## config.mk

```make
export PLATFORM = sky130hd
export DESIGN_NAME = pipelined_adder
export DESIGN_NICKNAME = d
export VERILOG_FILES = /design/src/rtl/pipelined_adder_pkg.sv /design/src/rtl/pipelined_adder_stage.sv /design/src/rtl/pipelined_adder.sv
export SDC_FILE = /design/constraint.sdc
export NUM_CORES = 1
export LEC_CHECK = 0
export BUFFER_PORTS_ARGS = -buffer_cell sky130_fd_sc_hd__buf_4
export CORE_MARGIN = 2
export CORE_UTILIZATION = 45
export DETAILED_ROUTE_END_ITERATION = 7
export GPL_TIMING_DRIVEN = 0
export PLACE_DENSITY = 0.77
export SLEW_MARGIN = 10
export SYNTH_ARGS = -nofsm -noshare
export SYNTH_HDL_FRONTEND = slang
export SYNTH_HIERARCHICAL = 1
export SYNTH_SLANG_ARGS = --single-unit
```

## constraint.sdc

```tcl
create_clock -name clk -period 2.79 [get_ports clk]
set_clock_uncertainty 0.2 [all_clocks]
set_input_delay 0.558 -clock clk [delete_from_list [all_inputs] [get_ports clk]]
set_output_delay 0.558 -clock clk [all_outputs]
set_load 0.02 [all_outputs]
```

## src/rtl/pipelined_adder_pkg.sv

```systemverilog
// Shared defaults and slice-width helper for the pipelined ripple adder.
package pipelined_adder_pkg;

    localparam int DEFAULT_WIDTH  = 8;
    localparam int DEFAULT_STAGES = 2;

    function automatic int slice_width(input int width, input int stages);
        return width / stages;
    endfunction

endpackage

```

## src/rtl/pipelined_adder_stage.sv

```systemverilog
// One slice of the ripple adder: SW-bit add with carry in and carry out.
module adder_stage #(
    parameter int SW = 4
) (
    input  logic [SW-1:0] i_a,
    input  logic [SW-1:0] i_b,
    input  logic          i_cin,
    output logic [SW-1:0] o_sum,
    output logic          o_cout
);

    logic [SW:0] w_full;

    // Slice sum with one extra bit to capture the carry out
    always_comb begin
        w_full = {1'b0, i_a} + {1'b0, i_b} + {{SW{1'b0}}, i_cin};
    end

    assign o_sum  = w_full[SW-1:0];
    assign o_cout = w_full[SW];

endmodule

```

## src/rtl/pipelined_adder.sv

```systemverilog
// Add/subtract pipelined over STAGES slices with a global valid/ready stall.
// Rank 0 registers the accepted beat; rank k+1 holds the result of slice k.
module pipelined_adder
    import pipelined_adder_pkg::*;
#(
    parameter int WIDTH  = DEFAULT_WIDTH,
    parameter int STAGES = DEFAULT_STAGES
) (
    input  logic             clk,
    input  logic             rst,
    input  logic             in_valid,
    output logic             in_ready,
    input  logic [WIDTH-1:0] a,
    input  logic [WIDTH-1:0] b,
    input  logic             cin,
    input  logic             sub,
    output logic             out_valid,
    input  logic             out_ready,
    output logic [WIDTH-1:0] sum,
    output logic             cout,
    output logic             overflow
);

    localparam int SW = slice_width(WIDTH, STAGES);

    generate
        if (WIDTH < 1 || STAGES < 1 || (WIDTH % STAGES) != 0) begin : g_bad_params
            $error("pipelined_adder: WIDTH must be >= 1 and a multiple of STAGES");
        end
    endgenerate

    logic                          r_v   [0:STAGES];
    logic                          r_c   [0:STAGES];
    logic [WIDTH-1:0]              r_s   [1:STAGES];
    logic [WIDTH-1:0]              r_a   [0:STAGES-1];
    logic [WIDTH-1:0]              r_b   [0:STAGES-1];
    logic                          r_ovf;

    logic                          w_adv;
    logic                          w_cmsb;
    logic [WIDTH-1:0]              w_slice;
    logic [STAGES-1:0]             w_co;
    logic [STAGES-1:0][WIDTH-1:0]  w_base;
    logic [STAGES-1:0][WIDTH-1:0]  w_sum_nx;

    assign w_adv    = out_ready || !r_v[STAGES];
    assign in_ready = w_adv;

    genvar k;
    generate
        for (k = 0; k < STAGES; k++) begin : g_stage
            adder_stage #(.SW(SW)) u_stage (
                .i_a    (r_a[k][k*SW +: SW]),
                .i_b    (r_b[k][k*SW +: SW]),
                .i_cin  (r_c[k]),
                .o_sum  (w_slice[k*SW +: SW]),
                .o_cout (w_co[k])
            );
            if (k == 0) begin : g_first
                assign w_base[k] = '0;
            end else begin : g_rest
                assign w_base[k] = r_s[k];
            end
        end
    endgenerate

    // Finished slices ride along; slice k is dropped into its field here
    always_comb begin
        w_sum_nx = w_base;
        for (int i = 0; i < STAGES; i++) begin
            w_sum_nx[i][i*SW +: SW] = w_slice[i*SW +: SW];
        end
    end

    // Sum MSB = a ^ b ^ (carry into MSB), so the carry in can be recovered
    assign w_cmsb = r_a[STAGES-1][WIDTH-1] ^ r_b[STAGES-1][WIDTH-1] ^ w_slice[WIDTH-1];

    // Global-stall pipeline: every rank advances together or holds together
    always_ff @(posedge clk or posedge rst) begin
        if (rst) begin
            for (int i = 0; i <= STAGES; i++) begin
                r_v[i] <= 1'b0;
                r_c[i] <= 1'b0;
            end
            for (int i = 1; i <= STAGES; i++) begin
                r_s[i] <= '0;
            end
            for (int i = 0; i < STAGES; i++) begin
                r_a[i] <= '0;
                r_b[i] <= '0;
            end
            r_ovf <= 1'b0;
        end else if (w_adv) begin
            r_v[0] <= in_valid;
            r_a[0] <= a;
            r_b[0] <= sub ? ~b : b;
            r_c[0] <= cin ^ sub;
            for (int i = 0; i < STAGES; i++) begin
                r_v[i+1] <= r_v[i];
                r_c[i+1] <= w_co[i];
                r_s[i+1] <= w_sum_nx[i];
            end
            for (int i = 1; i < STAGES; i++) begin
                r_a[i] <= r_a[i-1];
                r_b[i] <= r_b[i-1];
            end
            r_ovf <= w_cmsb ^ w_co[STAGES-1];
        end
    end

    assign out_valid = r_v[STAGES];
    assign sum       = r_s[STAGES];
    assign cout      = r_c[STAGES];
    assign overflow  = r_ovf;

endmodule

```

==> results.json <==
{
  "status": "finished clean",
  "path_clk_slew_ns": 0.08,
  "p_leak_nw": 1.29,
  "n_antenna_cell": 0,
  "vias": 1215,
  "critPathArrivalTime_ns": 1.45,
  "synth_area_per_cell_um2": 13.9,
  "maxSlewViolCount": 0,
  "p_per_area_nw_per_um2": 1070,
  "period_needed_ns": 2.21,
  "power.net_switching_mw": 0.891,
  "clockRootBuffer": "clkbuf_8",
  "async_reset_ff_share_pct": 100,
  "drive_gt1_share_pct": 46.5,
  "die_h_um": 73.5,
  "regToRegSetupSlack_ns": 0.58,
  "cts_buffer_depth": 2,
  "drcViolationCount": 0,
  "numCtsBuffers": 5,
  "synth.distinct_cells": 19,
  "pre_cts_ws_ns": 0.620,
  "post-dp-hpwl_mm": 2.57,
  "netlist_area_um2": 2180,
  "antenna_found_initial": 0,
  "p_comb_share_pct": 46.7,
  "cts_tree": "built",
  "initial_core_util_pct": 46.4,
  "postLayoutSetupSlackWorst_ns": 0.581,
  "grt_pass1_vias": 1284,
  "worstRegToRegCells": 9,
  "port_buffers": 32,
  "synth_edf_count": 0,
  "fin_tns_setup_ns": 0,
  "rsz0062_at_grt": "false",
  "grt_pass1_wl_mm": 6.18,
  "fillers": 401,
  "p_sw_share_pct": 31.7,
  "hold_viol": 0,
  "relSlewSlack_pct": 79.5,
  "synth_top_cell_by_area": "dfrtp_1",
  "first_pass_iters": 3,
  "drtIter0Drc": 36,
  "nets": 229,
  "ys_seq_elements": 43,
  "cts_resized": 0,
  "cp-start-kind": "flop",
  "yosys_warnings": 6,
  "syn_nets": 189,
  "fin_crit_sh_pct": 79.2,
  "end_kind": "output port",
  "fin_area_um2": 2620,
  "ir_worst_vdd_mv": 0.412,
  "pwr-share-seq_pct": 35.5,
  "power_frac_clock_pct": 17.7,
  "final-setup-viol-count": 0,
  "maxCapViolations": 0,
  "overflow": 0,
  "tightest_slew_ns": 0.307,
  "hp-class": "in2async",
  "coreArea_um2": 4690,
  "boundaryPins": 34,
  "reg2reg_to": "overflow",
  "htree_num_levels": 2,
  "crit_required_ns": 2.03,
  "synth_cells": 157,
  "synthTopCellsByCount": "dfrtp_1, mux2_4, xnor2_1",
  "rows": 25,
  "insertion_delay_ns": 0.29,
  "chipWidth_um": 73.5,
  "synth_most_common_cell": "dfrtp_1",
  "r2r_start": "r_a[4]",
  "dieArea_um2": 5410,
  "fin_util_pct": 55.9,
  "fmax_mhz": 453,
  "grt_max_degree": 31,
  "cts_sinks": 43,
  "synth.area.top_cells": "dfrtp_1, mux2_4, xnor2_1",
  "synth-main-ff-cell": "dfrtp_1",
  "cp_max_fo": 10,
  "grtUsageTotal_pct": 15.2,
  "place_congestion": 0.725,
  "wl_mm": 3.65,
  "placed_area_um2": 2500,
  "intPower_mw": 1.92,
  "holdBufCountCts": 0,
  "criticalPathCategory": "reg2out",
  "synthToLayoutAreaGrowth_pct": 20.5,
  "total_power_mw": 2.81,
  "post-cts-setup-buffers": 0,
  "wl_per_cell_um": 14.5,
  "postRouteAntennaNets": 0,
  "netlist.area_leader.share_pct": 49.5,
  "ys_seq_area_share_pct": 49.5,
  "drt-vias-per-instance": 4.82
}
==> logic make-up (layout without fill, tap and decap cells) <==
family          count (synthesis)  after routing  share of synthesized area, %
flops                          43             43                          49.5
buf+inv                        24             65                          7.71
xor+xnor                       16             16                          6.44
simple gates                   16             16                          3.80
compound gates                 16             16                          4.26
mux                            32             32                          21.2
fa+ha+maj                      10             10                          7.13
==> placed cells by master (no fill, tap or decap) <==
master	count
nor2_1	10
clkbuf_8	6
xnor2_1	16
nand2b_4	1
buf_6	3
buf_4	40
mux2_2	5
clkinv_2	1
inv_2	1
a21oi_1	10
ha_1	6
buf_8	2
inv_1	8
a21o_1	2
dfrtp_1	43
nor2b_1	2
o21ai_0	2
mux2_4	27
fa_1	4
buf_12	1
nand2b_1	3
bufinv_16	1
a21oi_2	2
buf_2	2
==> flip-flops by register name, summed over array words and instances, names as in the netlist, 2 cells and up <==
| signal | count |
|---|---|
| r_a | 12 |
| r_b | 12 |
| r_c | 2 |
| r_s | 4 |
| r_v | 2 |
| sum | 8 |
==> critical path, cell delays in order (launching register included) <==
cell	delay [ns]
dfrtp_1	0.42
nand2b_4	0.08
buf_6	0.16
buf_6	0.19
buf_6	0.16
buf_4	0.15
==> how the worst max path moves through the flow <==
stage	slack [ns]	to	depth (start not counted)	startpoint
floorplan	0.78	overflow	9	r_a[4]
global placement	0.50	r_a[11]	2	rst
detailed placement	0.62	in_ready	6	out_ready
CTS	0.57	in_ready	5	out_valid
global route	0.40	overflow	9	r_a[4]
finish	0.58	in_ready	5	out_valid
==> power groups by stage <==
stage          Combinational, mW  Sequential [mW]  Clock, mW
2_1_floorplan               1.02            0.988          0
3_3_place_gp                1.27             1.00          0
3_5_place_dp                1.31             1.01          0
4_1_cts                     1.33             1.00      0.508
5_1_grt                     1.45             1.03      0.531
6_report                    1.31            0.999      0.499
==> per-stage QoR <==
stage	hold slack [ns]	std cells
after floorplan	0.235	157
after global placement	0.251	243
after detailed placement	0.267	244
after CTS	0.0140	252
after global routing	0.0243	252
final	0.00988	252
==> per-layer routing <==
| layer | up-vias | global-route usage, % | part of all wire (%) |
|---|---|---|---|
| met1 | 601 | 20.1 | 45 |
| li1 | 588 | - | - |
| met3 | 4 | 2.88 | 3.0 |
| met2 | 22 | 24.7 | 51 |
| met4 | 0 | 5.45 | 1.4 |
| met5 | - | 0 | 0 |
==> layout make-up <==
class / count / area [µm²] / share of cell area (%)
Sequential cell: 43 / 1080 / 41.1
Inverter: 9 / 33.8 / 1.29
Tap cell: 54 / 67.6 / 2.58
Multi-Input combinational cell: 90 / 932 / 35.6
Buffer: 15 / 134 / 5.11
Clock buffer: 6 / 82.6 / 3.15
Clock inverter: 2 / 35.0 / 1.34
Timing Repair Buffer: 33 / 260 / 9.93
Note: power is estimated with default switching activity, not from simulation.
